**config.mk**
```make
export PLATFORM = sky130hd
export DESIGN_NAME = vga_timing_gen_flat
export DESIGN_NICKNAME = d
export VERILOG_FILES = /design/src/rtl/vga_timing_gen_if.sv /design/src/rtl/vga_timing_gen.sv /design/src/flat_wrapper.sv
export SDC_FILE = /design/constraint.sdc
export NUM_CORES = 1
export LEC_CHECK = 0
export CAP_MARGIN = 10
export CORE_MARGIN = 2
export CORE_UTILIZATION = 56
export CTS_CLUSTER_DIAMETER = 50
export DETAILED_ROUTE_END_ITERATION = 10
export GPL_TIMING_DRIVEN = 0
export PLACE_DENSITY = 0.8
export SETUP_SLACK_MARGIN = 0.15
export SYNTH_ARGS = -nofsm -noshare
export SYNTH_HDL_FRONTEND = slang
export SYNTH_SLANG_ARGS = --single-unit
```
**constraint.sdc**
```tcl
create_clock -name clk -period 3.3 [get_ports clk]
set_input_delay 0.66 -clock clk [delete_from_list [all_inputs] [get_ports clk]]
set_output_delay 0.66 -clock clk [all_outputs]
set_load 0.05 [all_outputs]
```
**src/rtl/vga_timing_gen_if.sv**
```systemverilog
// rtl/vga_timing_gen_if.sv - raster timing bundle from the timing generator to the pixel stage
interface vga_timing_gen_if #(
  parameter int CNT_W = 10
);
  logic             hsync;
  logic             vsync;
  logic             video_on;
  logic [CNT_W-1:0] pixel_x;
  logic [CNT_W-1:0] pixel_y;
  logic             line_start;
  logic             frame_start;

  modport master (
    output hsync, vsync, video_on, pixel_x, pixel_y, line_start, frame_start
  );

  modport slave (
    input hsync, vsync, video_on, pixel_x, pixel_y, line_start, frame_start
  );
endinterface

```
**src/rtl/vga_timing_gen.sv**
```systemverilog
// rtl/vga_timing_gen.sv - VGA raster timing generator; optional pixel clock enable under VGA_PIX_CE_EN
module vga_timing_gen #(
  parameter int unsigned H_ACTIVE = 640,
  parameter int unsigned H_FP     = 16,
  parameter int unsigned H_SYNC   = 96,
  parameter int unsigned H_BP     = 48,
  parameter int unsigned V_ACTIVE = 480,
  parameter int unsigned V_FP     = 10,
  parameter int unsigned V_SYNC   = 2,
  parameter int unsigned V_BP     = 33,
  parameter bit          H_POL    = 1'b0,
  parameter bit          V_POL    = 1'b0,
  parameter int          CNT_W    = 10
) (
  input  logic             clk,
`ifdef VGA_PIX_CE_EN
  input  logic             pix_ce,
`endif
  input  logic             rst_n,
  vga_timing_gen_if.master vga
);

  localparam int unsigned H_TOTAL  = H_ACTIVE + H_FP + H_SYNC + H_BP;
  localparam int unsigned V_TOTAL  = V_ACTIVE + V_FP + V_SYNC + V_BP;
  localparam int unsigned HS_START = H_ACTIVE + H_FP;
  localparam int unsigned HS_END   = H_ACTIVE + H_FP + H_SYNC - 1;
  localparam int unsigned VS_START = V_ACTIVE + V_FP;
  localparam int unsigned VS_END   = V_ACTIVE + V_FP + V_SYNC - 1;

  localparam logic [CNT_W-1:0] H_LAST = CNT_W'(H_TOTAL - 1);
  localparam logic [CNT_W-1:0] V_LAST = CNT_W'(V_TOTAL - 1);

  logic             step;
  logic [CNT_W-1:0] h_q, v_q;
  logic [CNT_W-1:0] h_nxt, v_nxt;
  logic [31:0]      hx, vx;
  logic             hs_q, vs_q, von_q, ls_q, fs_q;
  logic             hs_nxt, vs_nxt, von_nxt, ls_nxt, fs_nxt;

`ifdef VGA_PIX_CE_EN
  assign step = pix_ce;
`else
  assign step = 1'b1;
`endif

  // ">=" / ">" rather than "==" so a corrupted count recovers within one step
  always_comb begin
    h_nxt = h_q + CNT_W'(1);
    v_nxt = v_q;
    if (h_q >= H_LAST) begin
      h_nxt = '0;
      v_nxt = (v_q >= V_LAST) ? '0 : v_q + CNT_W'(1);
    end
    if (v_q > V_LAST) begin
      v_nxt = '0;
    end
  end

  // Outputs decode the next counts so they line up with pixel_x/pixel_y in the same cycle
  always_comb begin
    hx      = 32'(h_nxt);
    vx      = 32'(v_nxt);
    hs_nxt  = ((hx >= HS_START) && (hx <= HS_END)) ? H_POL : ~H_POL;
    vs_nxt  = ((vx >= VS_START) && (vx <= VS_END)) ? V_POL : ~V_POL;
    von_nxt = (hx < H_ACTIVE) && (vx < V_ACTIVE);
    ls_nxt  = (h_nxt == '0);
    fs_nxt  = (h_nxt == '0) && (v_nxt == '0);
  end

  always_ff @(posedge clk or negedge rst_n) begin
    if (!rst_n) begin
      h_q   <= H_LAST;
      v_q   <= V_LAST;
      hs_q  <= ~H_POL;
      vs_q  <= ~V_POL;
      von_q <= 1'b0;
      ls_q  <= 1'b0;
      fs_q  <= 1'b0;
    end else if (step) begin
      h_q   <= h_nxt;
      v_q   <= v_nxt;
      hs_q  <= hs_nxt;
      vs_q  <= vs_nxt;
      von_q <= von_nxt;
      ls_q  <= ls_nxt;
      fs_q  <= fs_nxt;
    end
  end

  assign vga.pixel_x     = h_q;
  assign vga.pixel_y     = v_q;
  assign vga.hsync       = hs_q;
  assign vga.vsync       = vs_q;
  assign vga.video_on    = von_q;
  assign vga.line_start  = ls_q;
  assign vga.frame_start = fs_q;

endmodule

```
**src/flat_wrapper.sv**
```systemverilog
// flat-port wrapper written by rule: the top's interface ports become plain ports
module vga_timing_gen_flat 
#(
  parameter int unsigned H_ACTIVE = 640,
  parameter int unsigned H_FP     = 16,
  parameter int unsigned H_SYNC   = 96,
  parameter int unsigned H_BP     = 48,
  parameter int unsigned V_ACTIVE = 480,
  parameter int unsigned V_FP     = 10,
  parameter int unsigned V_SYNC   = 2,
  parameter int unsigned V_BP     = 33,
  parameter bit          H_POL    = 1'b0,
  parameter bit          V_POL    = 1'b0,
  parameter int          CNT_W    = 10
)
  (clk, rst_n, vga_hsync, vga_vsync, vga_video_on, vga_pixel_x, vga_pixel_y, vga_line_start, vga_frame_start);
  vga_timing_gen_if #(.CNT_W(CNT_W)) vga_i ();
  input  logic clk;
  input  logic rst_n;
  output wire logic [$bits(vga_i.hsync)-1:0] vga_hsync;
  output wire logic [$bits(vga_i.vsync)-1:0] vga_vsync;
  output wire logic [$bits(vga_i.video_on)-1:0] vga_video_on;
  output wire logic [$bits(vga_i.pixel_x)-1:0] vga_pixel_x;
  output wire logic [$bits(vga_i.pixel_y)-1:0] vga_pixel_y;
  output wire logic [$bits(vga_i.line_start)-1:0] vga_line_start;
  output wire logic [$bits(vga_i.frame_start)-1:0] vga_frame_start;
  assign vga_hsync = vga_i.hsync;
  assign vga_vsync = vga_i.vsync;
  assign vga_video_on = vga_i.video_on;
  assign vga_pixel_x = vga_i.pixel_x;
  assign vga_pixel_y = vga_i.pixel_y;
  assign vga_line_start = vga_i.line_start;
  assign vga_frame_start = vga_i.frame_start;
  vga_timing_gen #(.H_ACTIVE(H_ACTIVE), .H_FP(H_FP), .H_SYNC(H_SYNC), .H_BP(H_BP), .V_ACTIVE(V_ACTIVE), .V_FP(V_FP), .V_SYNC(V_SYNC), .V_BP(V_BP), .H_POL(H_POL), .V_POL(V_POL), .CNT_W(CNT_W)) u_core (.clk(clk), .rst_n(rst_n), .vga(vga_i));
endmodule
```
==> out/results.ini, run 1 <==
[sta]
max_freq_mhz=409
period_minus_slack_ps=2450
whs_ps=542
slew_headroom_pct=65.1
setup_viol=0
hold_violations=0
drv_slew=0
clock_skew_ps=16.9
tns_ps=0
rsz0062_at_grt=false
min_period_over_period_pct=74.1
worst_pin_slew_ps=522
setup_ws_ps=854

[layout]
final_nets=208
area_growth_syn_to_layout_pct=21.6
final_layout_size_suffix_gt1_share_pct=17.3
mostFrequentLayoutCell=clkdlybuf4s50_1
n_antenna_cell=0
num-fill-cells=226
fin_cells=233
final_cell_mix=clkdlybuf4s50_1, nor2_1, nand2_1, dfrtp_1, dfstp_2

[power_and_ir_drop]
power_frac_comb_pct=1.9
vdd_drop_max_v=0.000205
pwr-share-clk_pct=31.0
power.net_switching_mw=0.102
intPower_mw=0.355
finalPower_mw=0.458
p_per_area_mw_per_mm2=238
power_leakage_nw=0.759
p_seq_share_pct=67.2
netSwitchingFraction_pct=22.3

[cts]
hold_buffers=0
ctsHtreeMaxLevel=1
cts_num_sinks=25
cts_buffer_depth=2
postCtsSetupBuffers=0
cts_root_buf=clkbuf_4
clkTransAtPathRegs_ps=130
cts.repair.resized=0
cts_tree=built
cts_buffers=3
clk_latency_ps=320

[drt]
drtAntennaViolNets=0
wl_um=3430
routedWlPerCell_um=14.7
drtIter0Drc=36
drt_pass1_iterations=4
drc=0
viasPerCell=5.91
num_vias=1378

[critical_path]
crit_path_start_kind=register
critPathKind=register to output pin
path_cells=clkdlybuf4s50_1
path_max_fanout=8
worst_ep_arrival_time_ps=1790
critPathSlowestCell=clkdlybuf4s50_1
cp_slowest_stage_delay_ps=830
cp.buffers_inverters=1
crit_family=buffers and inverters
cp-end-kind=output pin
cp.required_ps=2640

[placed_design]
place.port_buffers=26
pre_cts_ws_ps=924
gp_congestion=0.860
dp_hpwl_um=2590
dp_cells=228

[yosys]
async_flop_share_pct=100
synth_edf_count=0
synthCells=171
ys.flop_type=dfrtp_1
yosys.area_share.simple_pct=27.7
syn_avg_cell_area_um2=9.26
synth_area_mm2=0.00158
synth-adder-area-share_pct=2.37
synthMuxAreaShare_pct=0
ys_ff_latch=25
synth_xor_area_share_pct=8.29
syn-num-nets=176
synth_cell_types=43
synth-compound-area-share_pct=16.9
ys_seq_area_share_pct=40.4
yosysWarnings=0
synth_top_family_by_area=simple AND/OR/NAND/NOR gates

[die]
start_util_pct=58.4
die_h_um=57.2
rows=19
core_area_mm2=0.00271
fp.dieW_um=57.2
die-area_mm2=0.00327
io_pins=27

[global_routing]
grt_use_met3_pct=2.27
grt.total_usage_pct=22.1
grt_max_degree=26
grt_overflow_total=0
grt_pass1_wl_um=5740
use_met1_pct=33.9
grtUsageMet2_pct=34.2
antenna_found_initial=0
grt_pass1_vias=1270
busiest_layer=met2

[min_path]
hp-class=register to register

[status]
status=finished clean

[run]
maxCapViolations=0

==> state kept, by name (all words and copies together), names as in the netlist <==
name	flops
u_core.vga.frame_start	1
u_core.vga.pixel_x	10
u_core.vga.line_start	1
u_core.vga.video_on	1
u_core.vga.pixel_y	10
u_core.vga.vsync	1
u_core.vga.hsync	1
==> cells by family (layout without fill, tap and decap cells) <==
logic type,after synthesis,count (layout)
AND/OR/NAND/NOR,80,80
AO/OA/AOI/OAI,33,33
flip-flops,25,25
XOR/XNOR,15,15
buffers and inverters,15,46
adder cells (fa/ha/maj),3,3
==> path summary, 6_finish.rpt <==
| check | from | endpoint | slack [ps] | cells past startpoint |
|---|---|---|---|---|
| worst max-delay path | u_core.vga.pixel_x[4] | vga_pixel_x[4] | 850 | 1 |
| worst min-delay path | u_core.vga.pixel_x[0] | u_core.vga.pixel_x[0] | 540 | 1 |
| worst max register to register | u_core.vga.pixel_x[1] | u_core.vga.frame_start | 890 | 7 |
| worst min register to register | u_core.vga.pixel_x[0] | u_core.vga.pixel_x[0] | 540 | 1 |
| max in group asynchronous | rst_n | u_core.vga.pixel_x[9] | 2070 | 2 |
| min in group asynchronous | rst_n | u_core.vga.pixel_y[0] | 660 | 1 |
==> metal layers <==
metal	part of all wire (%)	vias up	wire [um]
li1	-	679	-
met1	50	645	1720
met2	45	48	1540
met3	4.1	6	140
met4	0.90	0	31
met5	0	-	0
==> power by group through the flow <==
stage / sequential [mW] / combinational (mW) / clock [mW]
floorplan: 0.312 / 0.000000343 / 0
global placement: 0.312 / 0.00676 / 0
detailed placement: 0.312 / 0.00714 / 0
CTS: 0.307 / 0.00716 / 0.147
global route: 0.307 / 0.0104 / 0.151
finish: 0.307 / 0.00860 / 0.142
==> cells in the mapped netlist (3+ instances only) <==
cell	number	area, um^2
xnor2_1	9	78.8
nand3_1	10	50.1
nor2_1	23	86.3
o211ai_1	3	22.5
a21oi_1	6	30.0
and3_1	6	37.5
ha_1	3	37.5
a31oi_1	3	18.8
dfrtp_1	13	325
a211oi_1	3	22.5
nand4_1	5	31.3
xor2_1	6	52.6
dfstp_2	12	315
and2_1	4	25.0
o21ai_0	4	20.0
inv_1	6	22.5
buf_2	8	40.0
nand2_1	16	60.1
==> through the flow <==
step	util, %	cell area (um^2)
floorplan	-	1580
global placement	69.5	1880
detailed placement	69.5	1880
CTS	70.5	1910
global route	71.1	1930
finish	71.1	1930
==> final cells by class <==
cell class	count	area, um^2	share of cell area (%)
buffer	9	45.0	2.34
clock buffer	3	22.5	1.17
clock inverter	1	5.00	0.260
inverter	6	22.5	1.17
multi-input combinational	131	876	45.5
sequential	25	641	33.3
tap	31	38.8	2.01
timing repair buffer	27	275	14.3
Note: power is estimated with default switching activity, not from simulation.
==> inputs of run 2 (changes only) <==
Settings changed: CORE_UTILIZATION 56 to 47, PLACE_DENSITY 0.8 to 0.71.
Clock period 3.3 ns to 2.2 ns, I/O delays scaled along.
==> run 2 against run 1 <==
Compared with the run above:
- critical path depth up 8
- final cell count up 16%
- die area up 18%
- first-iteration DRC count rose to 2.7 times the previous value
- sequential share of layout area down 4.1 points
- worst setup slack worse by 790 ps
- core utilization down 2.8 points
- via count up 11%
- flip-flop and latch count unchanged
==> out/results.ini, run 2 (same netlist as run 1, synthesis figures left out) <==
[global_routing]
antenna_found_initial=0
grt.total_usage_pct=23.5
grt_pass1_vias=1399
grt_max_degree=26
grt_overflow_total=0
grt_pass1_wl_um=6620

[power_and_ir_drop]
vdd_drop_max_v=0.000306
finalPower_mw=0.681
p_per_area_mw_per_mm2=304
power_leakage_nw=0.994

[sta]
tns_ps=0
drv_slew=0
rsz0062_at_grt=true
hold_violations=0
period_minus_slack_ps=2140
min_period_over_period_pct=97.2
worst_pin_slew_ps=576
setup_viol=0
slew_headroom_pct=61.5
clock_skew_ps=4.51
max_freq_mhz=468

[layout]
final_area_mm2=0.00224
fin_util_pct=68.3
final_nets=231
num-fill-cells=273
final_cell_mix=buf_4, nor2_1, dlygate4sd2_1, nand2_1, dfstp_2
final_layout_size_suffix_gt1_share_pct=35.1
n_antenna_cell=0
mostFrequentLayoutCell=buf_4
area_growth_syn_to_layout_pct=41.5

[drt]
drtIter0Drc=98
viasPerCell=5.65
wl_um=4310
routedWlPerCell_um=15.9
drc=0
drtAntennaViolNets=0
drt_pass1_iterations=4
num_vias=1532

[critical_path]
cp-end-kind=register
rrSetupSlack_ps=60
reg2reg_from=u_core.vga.pixel_x[1]
worst_ep_arrival_time_ps=2410
path_max_fanout=4
r2r_cells=9
cp.required_ps=2470
crit_path_start_kind=register
reg2reg_to=u_core.vga.frame_start
critPathKind=register to register

[die]
rows=21
fp.dieW_um=62.1
die_h_um=62.1
core_area_mm2=0.00328
io_pins=27
die-area_mm2=0.00385
start_util_pct=48.2

[cts]
cts_root_buf=clkbuf_4
cts_tree=built
clk_latency_ps=320
cts_buffer_depth=2
cts_num_sinks=25
cts_buffers=3
clkTransAtPathRegs_ps=140
ctsHtreeMaxLevel=1

[run]
maxCapViolations=0

[min_path]
hp-class=primary input to async pin

[placed_design]
gp_congestion=0.925
postPlaceCellArea_mm2=0.00197
dp_hpwl_um=2680
place.port_buffers=26

[status]
status=finished clean

==> run 2: cell count changes in the layout (fill, tap and decap cells not counted), moves of 4 or more <==
| cell | before | now |
|---|---|---|
| buf_2 | 8 | 4 |
| dfrtp_1 | 13 | 9 |
| dlygate4sd2_1 | 0 | 16 |
| buf_4 | 0 | 24 |
| clkdlybuf4s50_1 | 26 | 6 |
| dfrtp_2 | 0 | 4 |
==> run 2: layout make-up <==
type / instances / area, um^2 / share of cell area, %
plain buffers: 9 / 62.6 / 2.79
repair buffers: 50 / 427 / 19.0
well taps: 46 / 57.6 / 2.57
clock buffers: 4 / 26.3 / 1.17
multi-input cells: 131 / 993 / 44.3
inverters: 6 / 22.5 / 1.00
flip-flops and latches: 25 / 653 / 29.1
==> run 2: worst max path at each step <==
| stage | start | depth (start not counted) | end |
|---|---|---|---|
| finish | u_core.vga.pixel_x[1] | 9 | u_core.vga.frame_start |
| CTS | u_core.vga.pixel_x[0] | 7 | u_core.vga.video_on |
| floorplan | u_core.vga.pixel_x[1] | 7 | u_core.vga.video_on |
| detailed placement | u_core.vga.pixel_x[0] | 7 | u_core.vga.video_on |
| global route | u_core.vga.pixel_x[0] | 8 | u_core.vga.frame_start |
| global placement | u_core.vga.pixel_x[1] | 7 | u_core.vga.video_on |
==> run 2: stage by stage <==
stage / instances / hold WS [ps] / setup WS [ps]
6_report: 271 / 471 / 62.3
5_1_grt: 271 / 503 / -5.23
4_1_cts: 261 / 650 / 39.2
3_5_place_dp: 243 / 613 / -65.1
3_3_place_gp: 243 / 602 / -32.6
2_1_floorplan: 171 / 144 / 77.4
==> run 2: critical path, cell delays in order, from the launching register on <==
cell      delay (ps)
dfstp_4          650
ha_4             160
nand4_4          120
buf_4            190
a21oi_4          210
buf_4            150
o211ai_1         100
o31ai_2          100
a41o_1           230
and3_4           170
==> run 2: power breakdown <==
group	leakage, nW	internal (mW)	total [mW]	switching, mW
logic	0.687	0.00399	0.0132	0.00924
registers	0.292	0.461	0.461	0
clock network	0.0150	0.0709	0.207	0.136
total	0.994	0.535	0.681	0.145
==> run 2: per-layer routing <==
layer  vias to the layer above  global-route usage (%)  share of wire [%]
met1                       757                    30.8                 44
li1                        721                       -                  -
met4                         0                    10.9                3.0
met2                        42                    38.1                 51
met3                        12                    3.52                2.5
met5                         -                       0                  0
==> run 2: repair_timing <==
item	in CTS	in global routing
hold buffers	0	0
gates cloned	0	0
pin swaps	8	15
buffers inserted	14	9
setup endpoints to repair	22	8
resized for setup	24	16
